==> src/rtl/melody_sequencer_if.sv <==
// Control and tone-output bundle of the melody sequencer.
// The buttons/switches side drives the requests; the sequencer drives the tone side.
interface melody_sequencer_if;
  logic        start;
  logic        stop;
  logic        loop_en;
  logic [27:0] divisor_out;
  logic        tone_en;
  logic [2:0]  note_idx;
  logic        busy;
  logic        done;

  modport master (
    output start, stop, loop_en,
    input  divisor_out, tone_en, note_idx, busy, done
  );

  modport slave (
    input  start, stop, loop_en,
    output divisor_out, tone_en, note_idx, busy, done
  );
endinterface

==> src/rtl/melody_sequencer.sv <==
// Plays a fixed 8-note song as tone-divider settings,
// holding each note for N beats with a silent gap after it.
module melody_sequencer #(
  parameter logic [27:0] TICK_DIV   = 28'd12_500_000,
  parameter logic [27:0] GAP_CYCLES = 28'd2_500_000
) (
  input  logic clock_in,
  input  logic rst_n,
  melody_sequencer_if.slave bus
);

  typedef enum logic [2:0] {
    S_IDLE,
    S_LOAD,
    S_PLAY,
    S_GAP,
    S_DONE
  } state_t;

  localparam logic [27:0] TICK_LAST = TICK_DIV - 28'd1;
  localparam logic [27:0] GAP_LAST  =
    (GAP_CYCLES == 28'd0) ? 28'd0 : GAP_CYCLES - 28'd1;

  function automatic logic [6:0] f_rom(input logic [2:0] i);
    logic [6:0] v;
    unique case (i)
      3'd0:    v = {4'd1, 3'd1};
      3'd1:    v = {4'd2, 3'd1};
      3'd2:    v = {4'd3, 3'd1};
      3'd3:    v = {4'd0, 3'd1};
      3'd4:    v = {4'd5, 3'd2};
      3'd5:    v = {4'd6, 3'd1};
      3'd6:    v = {4'd7, 3'd1};
      default: v = {4'd8, 3'd3};
    endcase
    return v;
  endfunction

  function automatic logic [27:0] f_div(input logic [3:0] c);
    logic [27:0] d;
    case (c)
      4'd1:    d = 28'd382234;
      4'd2:    d = 28'd340136;
      4'd3:    d = 28'd303030;
      4'd4:    d = 28'd286368;
      4'd5:    d = 28'd255102;
      4'd6:    d = 28'd227273;
      4'd7:    d = 28'd202478;
      4'd8:    d = 28'd191117;
      default: d = 28'd0;
    endcase
    return d;
  endfunction

  state_t      r_state;
  logic [27:0] r_tick;
  logic [27:0] r_gap;
  logic [2:0]  r_beats;
  logic [27:0] r_lat;
  logic [2:0]  r_idx;
  logic [27:0] r_div_out;
  logic        r_tone;
  logic        r_busy;
  logic        r_done;

  state_t      w_nxt;
  logic [27:0] w_tick;
  logic [27:0] w_gap;
  logic [2:0]  w_beats;
  logic [27:0] w_lat;
  logic [2:0]  w_idx;
  logic [6:0]  w_rom;

  assign w_rom = f_rom(r_idx);

  always_comb begin
    w_nxt   = r_state;
    w_tick  = r_tick;
    w_gap   = r_gap;
    w_beats = r_beats;
    w_lat   = r_lat;
    w_idx   = r_idx;
    unique case (r_state)
      S_IDLE: begin
        if (bus.start) begin
          w_idx = 3'd0;
          w_nxt = S_LOAD;
        end
      end
      S_LOAD: begin
        w_lat   = f_div(w_rom[6:3]);
        w_beats = (w_rom[2:0] == 3'd0) ? 3'd1 : w_rom[2:0];
        w_tick  = 28'd0;
        w_nxt   = S_PLAY;
      end
      S_PLAY: begin
        if (r_tick >= TICK_LAST) begin
          w_tick  = 28'd0;
          w_beats = r_beats - 3'd1;
          if (r_beats <= 3'd1) begin
            w_gap = 28'd0;
            w_nxt = S_GAP;
          end
        end else begin
          w_tick = r_tick + 28'd1;
        end
      end
      S_GAP: begin
        if (r_gap >= GAP_LAST) begin
          if (r_idx != 3'd7) begin
            w_idx = r_idx + 3'd1;
            w_nxt = S_LOAD;
          end else if (bus.loop_en) begin
            w_idx = 3'd0;
            w_nxt = S_LOAD;
          end else begin
            w_nxt = S_DONE;
          end
        end else begin
          w_gap = r_gap + 28'd1;
        end
      end
      S_DONE: w_nxt = S_IDLE;
      default: w_nxt = S_IDLE;
    endcase
    // abort wins over everything, including a pending start
    if (bus.stop) begin
      w_nxt   = S_IDLE;
      w_tick  = 28'd0;
      w_gap   = 28'd0;
      w_beats = 3'd0;
      w_lat   = 28'd0;
      w_idx   = 3'd0;
    end
  end

  always_ff @(posedge clock_in or negedge rst_n) begin
    if (!rst_n) begin
      r_state   <= S_IDLE;
      r_tick    <= 28'd0;
      r_gap     <= 28'd0;
      r_beats   <= 3'd0;
      r_lat     <= 28'd0;
      r_idx     <= 3'd0;
      r_div_out <= 28'd0;
      r_tone    <= 1'b0;
      r_busy    <= 1'b0;
      r_done    <= 1'b0;
    end else begin
      r_state   <= w_nxt;
      r_tick    <= w_tick;
      r_gap     <= w_gap;
      r_beats   <= w_beats;
      r_lat     <= w_lat;
      r_idx     <= w_idx;
      r_div_out <= (w_nxt == S_PLAY) ? w_lat : 28'd0;
      r_tone    <= (w_nxt == S_PLAY) && (w_lat != 28'd0);
      r_busy    <= (w_nxt == S_LOAD) || (w_nxt == S_PLAY)
                   || (w_nxt == S_GAP);
      r_done    <= (w_nxt == S_DONE);
    end
  end

  assign bus.divisor_out = r_div_out;
  assign bus.tone_en     = r_tone;
  assign bus.note_idx    = r_idx;
  assign bus.busy        = r_busy;
  assign bus.done        = r_done;

endmodule

==> src/flat_wrapper.sv <==
// flat-port wrapper written by rule: the top's interface ports become plain ports
module melody_sequencer_flat 
#(
  parameter logic [27:0] TICK_DIV   = 28'd12_500_000,
  parameter logic [27:0] GAP_CYCLES = 28'd2_500_000
)
  (clock_in, rst_n, bus_start, bus_stop, bus_loop_en, bus_divisor_out, bus_tone_en, bus_note_idx, bus_busy, bus_done);
  melody_sequencer_if bus_i ();
  input  logic clock_in;
  input  logic rst_n;
  input wire logic [$bits(bus_i.start)-1:0] bus_start;
  input wire logic [$bits(bus_i.stop)-1:0] bus_stop;
  input wire logic [$bits(bus_i.loop_en)-1:0] bus_loop_en;
  output wire logic [$bits(bus_i.divisor_out)-1:0] bus_divisor_out;
  output wire logic [$bits(bus_i.tone_en)-1:0] bus_tone_en;
  output wire logic [$bits(bus_i.note_idx)-1:0] bus_note_idx;
  output wire logic [$bits(bus_i.busy)-1:0] bus_busy;
  output wire logic [$bits(bus_i.done)-1:0] bus_done;
  assign bus_i.start = bus_start;
  assign bus_i.stop = bus_stop;
  assign bus_i.loop_en = bus_loop_en;
  assign bus_divisor_out = bus_i.divisor_out;
  assign bus_tone_en = bus_i.tone_en;
  assign bus_note_idx = bus_i.note_idx;
  assign bus_busy = bus_i.busy;
  assign bus_done = bus_i.done;
  melody_sequencer #(.TICK_DIV(TICK_DIV), .GAP_CYCLES(GAP_CYCLES)) u_core (.clock_in(clock_in), .rst_n(rst_n), .bus(bus_i));
endmodule
==> config.mk <==
export PLATFORM = sky130hd
export DESIGN_NAME = melody_sequencer_flat
export DESIGN_NICKNAME = d
export VERILOG_FILES = /design/src/rtl/melody_sequencer_if.sv /design/src/rtl/melody_sequencer.sv /design/src/flat_wrapper.sv
export SDC_FILE = /design/constraint.sdc
export NUM_CORES = 1
export LEC_CHECK = 0
export BUFFER_PORTS_ARGS = -buffer_cell sky130_fd_sc_hd__buf_2
export CAP_MARGIN = 20
export CELL_PAD_IN_SITES_DETAIL_PLACEMENT = 1
export CELL_PAD_IN_SITES_GLOBAL_PLACEMENT = 1
export CORE_MARGIN = 1.5
export CORE_UTILIZATION = 48
export CTS_BUF_LIST = sky130_fd_sc_hd__clkbuf_16
export CTS_CLUSTER_SIZE = 12
export DETAILED_ROUTE_END_ITERATION = 7
export HOLD_SLACK_MARGIN = 0.05
export PLACE_DENSITY = 0.91
export SLEW_MARGIN = 40
export SYNTH_ARGS = -nofsm -noshare
export SYNTH_HDL_FRONTEND = slang
export SYNTH_SLANG_ARGS = --single-unit
==> constraint.sdc <==
create_clock -name clock_in -period 3.9 [get_ports clock_in]
set_input_delay 0.78 -clock clock_in [delete_from_list [all_inputs] [get_ports clock_in]]
set_output_delay 0.78 -clock clock_in [all_outputs]
set_load 0.005 [all_outputs]
==> report_table.html <==
<table>
<tr><th>Metric</th><th>Value</th></tr>
<tr><th colspan="2">Outcome</th></tr>
<tr><td>Status</td><td>completed</td></tr>
<tr><th colspan="2">Synth</th></tr>
<tr><td>Ys flop type</td><td>dfrtp_1</td></tr>
<tr><td>Avg Cell Area, Syn</td><td>10.2 sq um</td></tr>
<tr><td>Gate Count Post-Synth</td><td>597</td></tr>
<tr><td>Total standard cell area after synthesis</td><td>6090 sq um</td></tr>
<tr><td>Post-synthesis sequential element count</td><td>124</td></tr>
<tr><td>Async set or reset register ratio after synthesis</td><td>100%</td></tr>
<tr><td>Number of synthesis warnings</td><td>0</td></tr>
<tr><td>Sequential fraction of the synthesis area</td><td>50.9%</td></tr>
<tr><td>Number of distinct library cells after synthesis</td><td>73</td></tr>
<tr><td>Synthesized Nets</td><td>619</td></tr>
<tr><td>Number of synthesized flops with an enable pin</td><td>0</td></tr>
<tr><th colspan="2">Setup path</th></tr>
<tr><td>Class of the most critical setup path</td><td>flip-flop to flip-flop</td></tr>
<tr><td>Worst reg2reg startpoint</td><td>u_core.bus.note_idx[0]</td></tr>
<tr><td>Critical path origin</td><td>u_core.bus.note_idx[0]</td></tr>
<tr><td>Worst path arrival time</td><td>~3800 ps</td></tr>
<tr><td>Critical path launch point type</td><td>flip-flop</td></tr>
<tr><td>Crit. End Element</td><td>flip-flop</td></tr>
<tr><td>Required time reported for the critical path endpoint</td><td>4190 ps</td></tr>
<tr><td>Top fanout value on the critical path</td><td>8</td></tr>
<tr><th colspan="2">Floorplanning</th></tr>
<tr><td>Width of the die</td><td>116 um</td></tr>
<tr><td>Core Footprint</td><td>12200 sq um</td></tr>
<tr><td>Area of the die</td><td>13400 sq um</td></tr>
<tr><td>Starting density of the core</td><td>around 50%</td></tr>
<tr><td>Top Ports</td><td>39</td></tr>
<tr><td>Number of core rows</td><td>40</td></tr>
<tr><td>Die Y</td><td>116 um</td></tr>
<tr><th colspan="2">Hold path</th></tr>
<tr><td>Hold Crit Class</td><td>input pin to asynchronous set/reset pin</td></tr>
<tr><th colspan="2">Pwr</th></tr>
<tr><td>Peak supply drop</td><td>284 uV</td></tr>
<tr><td>Combinational fraction of design power</td><td>approximately 8.6%</td></tr>
<tr><td>Fraction of power consumed by the clock network</td><td>49.6%</td></tr>
<tr><td>Total power draw</td><td>3.20 mW</td></tr>
<tr><td>Static leakage power</td><td>3.33 nW</td></tr>
<tr><td>Sw Share</td><td>25.6%</td></tr>
<tr><td>Net switching power</td><td>819 uW</td></tr>
<tr><td>Fraction of power consumed by sequential logic</td><td>about two fifths</td></tr>
<tr><td>Cell-internal power</td><td>2.38 mW</td></tr>
<tr><td>Areal power density over the cells</td><td>approximately 460 nW/um^2</td></tr>
<tr><th colspan="2">STA</th></tr>
<tr><td>Number of hold violations in the final report</td><td>0</td></tr>
<tr><td>Highest Clock Rate</td><td>283 MHz</td></tr>
<tr><td>Total negative slack</td><td>0 ps</td></tr>
<tr><td>Total count of max-transition violations in the final report</td><td>0</td></tr>
<tr><td>Rel. slew slack</td><td>a little under half</td></tr>
<tr><td>Final worst hold slack</td><td>approximately 380 ps</td></tr>
<tr><td>Fraction of the cycle the final worst path needs</td><td>90.5%</td></tr>
<tr><td>Worst Max-Slew Pin Slew</td><td>roughly 800 ps</td></tr>
<tr><td>Setup repair after global routing missed its margin</td><td>false</td></tr>
<tr><td>Tmin final</td><td>3530 ps</td></tr>
<tr><td>Setup slack after layout</td><td>371 ps</td></tr>
<tr><td>Clock skew</td><td>~10 ps</td></tr>
<tr><td>Setup violations, final</td><td>0</td></tr>
<tr><th colspan="2">Placement</th></tr>
<tr><td>Port-buffer cells</td><td>38</td></tr>
<tr><td>Setup slack at placement</td><td>536 ps</td></tr>
<tr><td>Placer Congestion</td><td>0.872</td></tr>
<tr><td>DP Wirelength</td><td>~11000 um</td></tr>
<tr><th colspan="2">CTS</th></tr>
<tr><td>TritonCTS clock tree</td><td>yes</td></tr>
<tr><td>Number of CTS-inserted buffers</td><td>17</td></tr>
<tr><td>Count of hold buffers inserted by post-cts repair</td><td>0</td></tr>
<tr><td>Clk Tree Root Cell</td><td>clkbuf_16</td></tr>
<tr><td>Number of post-CTS setup repair buffers</td><td>0</td></tr>
<tr><td>Maximum root-to-sink buffer count</td><td>2</td></tr>
<tr><td>Clock transition time at the flip-flop clock pins of the worst setup and hold paths</td><td>60 ps</td></tr>
<tr><td>Number of clock sinks</td><td>roughly 120</td></tr>
<tr><td>Number of H-tree levels</td><td>4</td></tr>
<tr><td>Clk Latency, worst-skew pair</td><td>420 ps</td></tr>
<tr><td># resized after CTS</td><td>0</td></tr>
<tr><th colspan="2">Cells and area</th></tr>
<tr><td>Most frequent cells in the layout</td><td>124 x dfrtp_1, 54 x nor2_1, 45 x nand2_1, 37 x and3_1, 37 x buf_2</td></tr>
<tr><td>Layout Area Growth over Synthesis</td><td>15.1%</td></tr>
<tr><td>Commonest non-fill, non-tap cell in the layout</td><td>dfrtp_1</td></tr>
<tr><td>Share of layout cells above drive strength 1</td><td>between 15 and 20%</td></tr>
<tr><td>Multi-input gate area</td><td>between 2000 and 3000 sq um</td></tr>
<tr><td>Final nets</td><td>approximately 660</td></tr>
<tr><td># diodes</td><td>0</td></tr>
<tr><td>Final-layout fill cell count</td><td>~1400</td></tr>
<tr><td>Total area of sequential cells</td><td>approximately 3100 sq um</td></tr>
<tr><th colspan="2">GRT</th></tr>
<tr><td>Number of antenna violations at the first check in global routing</td><td>0</td></tr>
<tr><td>Number of global-route vias before repair</td><td>5458</td></tr>
<tr><td>Pin count of the biggest net entering global routing</td><td>76</td></tr>
<tr><td>Overflow left after global routing</td><td>0</td></tr>
<tr><td>Total GRT Usage</td><td>around 28%</td></tr>
<tr><td>Global-route wire length before repair</td><td>about 29000 um</td></tr>
<tr><th colspan="2">Route</th></tr>
<tr><td>DR DRC count</td><td>0</td></tr>
<tr><td>First DRT Iteration DRCs</td><td>321</td></tr>
<tr><td>Via-to-Cell Ratio</td><td>6.17</td></tr>
<tr><td>Post-DRT Antenna Nets</td><td>0</td></tr>
<tr><td>WL final</td><td>17700 um</td></tr>
<tr><td>Total iterations of the first detailed-routing run</td><td>5</td></tr>
<tr><td>Post-DR wirelength/cell</td><td>21.7 um</td></tr>
<tr><td>DR vias</td><td>5026</td></tr>
<tr><th colspan="2">Job</th></tr>
<tr><td>Max Cap Violations</td><td>0</td></tr>
</table>
## flip-flops by register name, indices dropped and copies added (netlist names)
name and cells:
u_core.bus.busy 1, u_core.r_state 3, u_core.r_lat 28, u_core.r_tick 28
u_core.bus.tone_en 1, u_core.bus.note_idx 3, u_core.bus.divisor_out 28, u_core.r_beats 3
u_core.r_gap 28, u_core.bus.done 1
## path summary, 6_finish.rpt
check	to	slack, ps	cells past startpoint
max in group asynchronous	u_core.r_tick[20]	2780	2
max	u_core.bus.tone_en	370	10
min reg2reg	u_core.r_gap[25]	490	1
min	u_core.bus.done	380	1
max reg2reg	u_core.bus.tone_en	370	10
min in group clock_in	u_core.r_gap[25]	490	1
## critical path, cell delays in order (launching register included)
cell	delay (ps)
dfrtp_1	500
inv_1	150
ha_1	310
nor2_1	490
inv_1	210
ha_1	340
nand2b_1	160
a32o_1	310
or4_1	500
nor4_1	280
a31oi_1	140
## kinds of logic (layout without fill, tap and decap cells)
kind of cell               after synthesis  after routing  share of synthesized area (%)
and+or+nand+nor                        264            264                           24.0
AOI/OAI and AO/OA                      131            131                           15.5
DFF                                    124            124                           50.9
buffers and inverters                   43             92                           3.37
adders and majority gates               17             17                           3.49
xor gates and xnor gates                14             14                           2.01
muxes                                    4              4                          0.657
## per-stage QoR
stage,instance area (sq um),cells,util (%)
6_report,7020,814,57.4
5_1_grt,7020,814,57.4
4_1_cts,7000,814,57.3
3_5_place_dp,6420,783,52.6
3_3_place_gp,6420,783,52.6
2_1_floorplan,6090,597,-
## cell type report
class                      instances  area share, %
tap                              168           3.00
multi-input combinational        430           39.9
inverter                          15          0.803
clock inverter                    14           2.19
timing repair buffer              46           3.83
clock buffer                      17           6.06
sequential                       124           44.2
## cells in the mapped netlist (6+ instances only)
cell type / count / area (sq um)
dfrtp_1: 124 / 3100
nor2_1: 56 / 210
nand2_1: 45 / 169
and3_1: 37 / 231
a21oi_1: 26 / 130
nand3_1: 19 / 95.1
o21ai_0: 18 / 90.1
ha_1: 17 / 213
and2_1: 16 / 100
or4_1: 16 / 120
inv_1: 15 / 56.3
nor3_1: 15 / 75.1
or3_1: 12 / 75.1
clkbuf_1: 11 / 41.3
nand2b_1: 9 / 56.3
xor2_1: 9 / 78.8
buf_2: 8 / 40.0
nand4_1: 8 / 50.1
o211ai_1: 8 / 60.1
a211oi_1: 7 / 52.6
nor4_1: 7 / 43.8
o31ai_1: 7 / 52.6
a21o_1: 6 / 45.0
a22o_1: 6 / 52.6
o21ai_1: 6 / 30.0
## power groups by stage
| stage | registers [mW] | logic [mW] | clock network (mW) |
|---|---|---|---|
| floorplan | 1.35 | 0.169 | 0 |
| global placement | 1.36 | 0.243 | 0 |
| detailed placement | 1.36 | 0.260 | 0 |
| CTS | 1.34 | 0.273 | 1.60 |
| global route | 1.34 | 0.299 | 1.64 |
| finish | 1.34 | 0.276 | 1.59 |
## layer usage
layer,track usage (%),part of all wire (%),routed length [um],vias up
li1,-,-,-,2253
met2,48.0,51,9030,170
met4,13.7,3.2,561,0
met3,5.81,4.2,744,42
met5,0,0,0,-
met1,34.2,41,7310,2561
(Power assumes the default switching activity.)
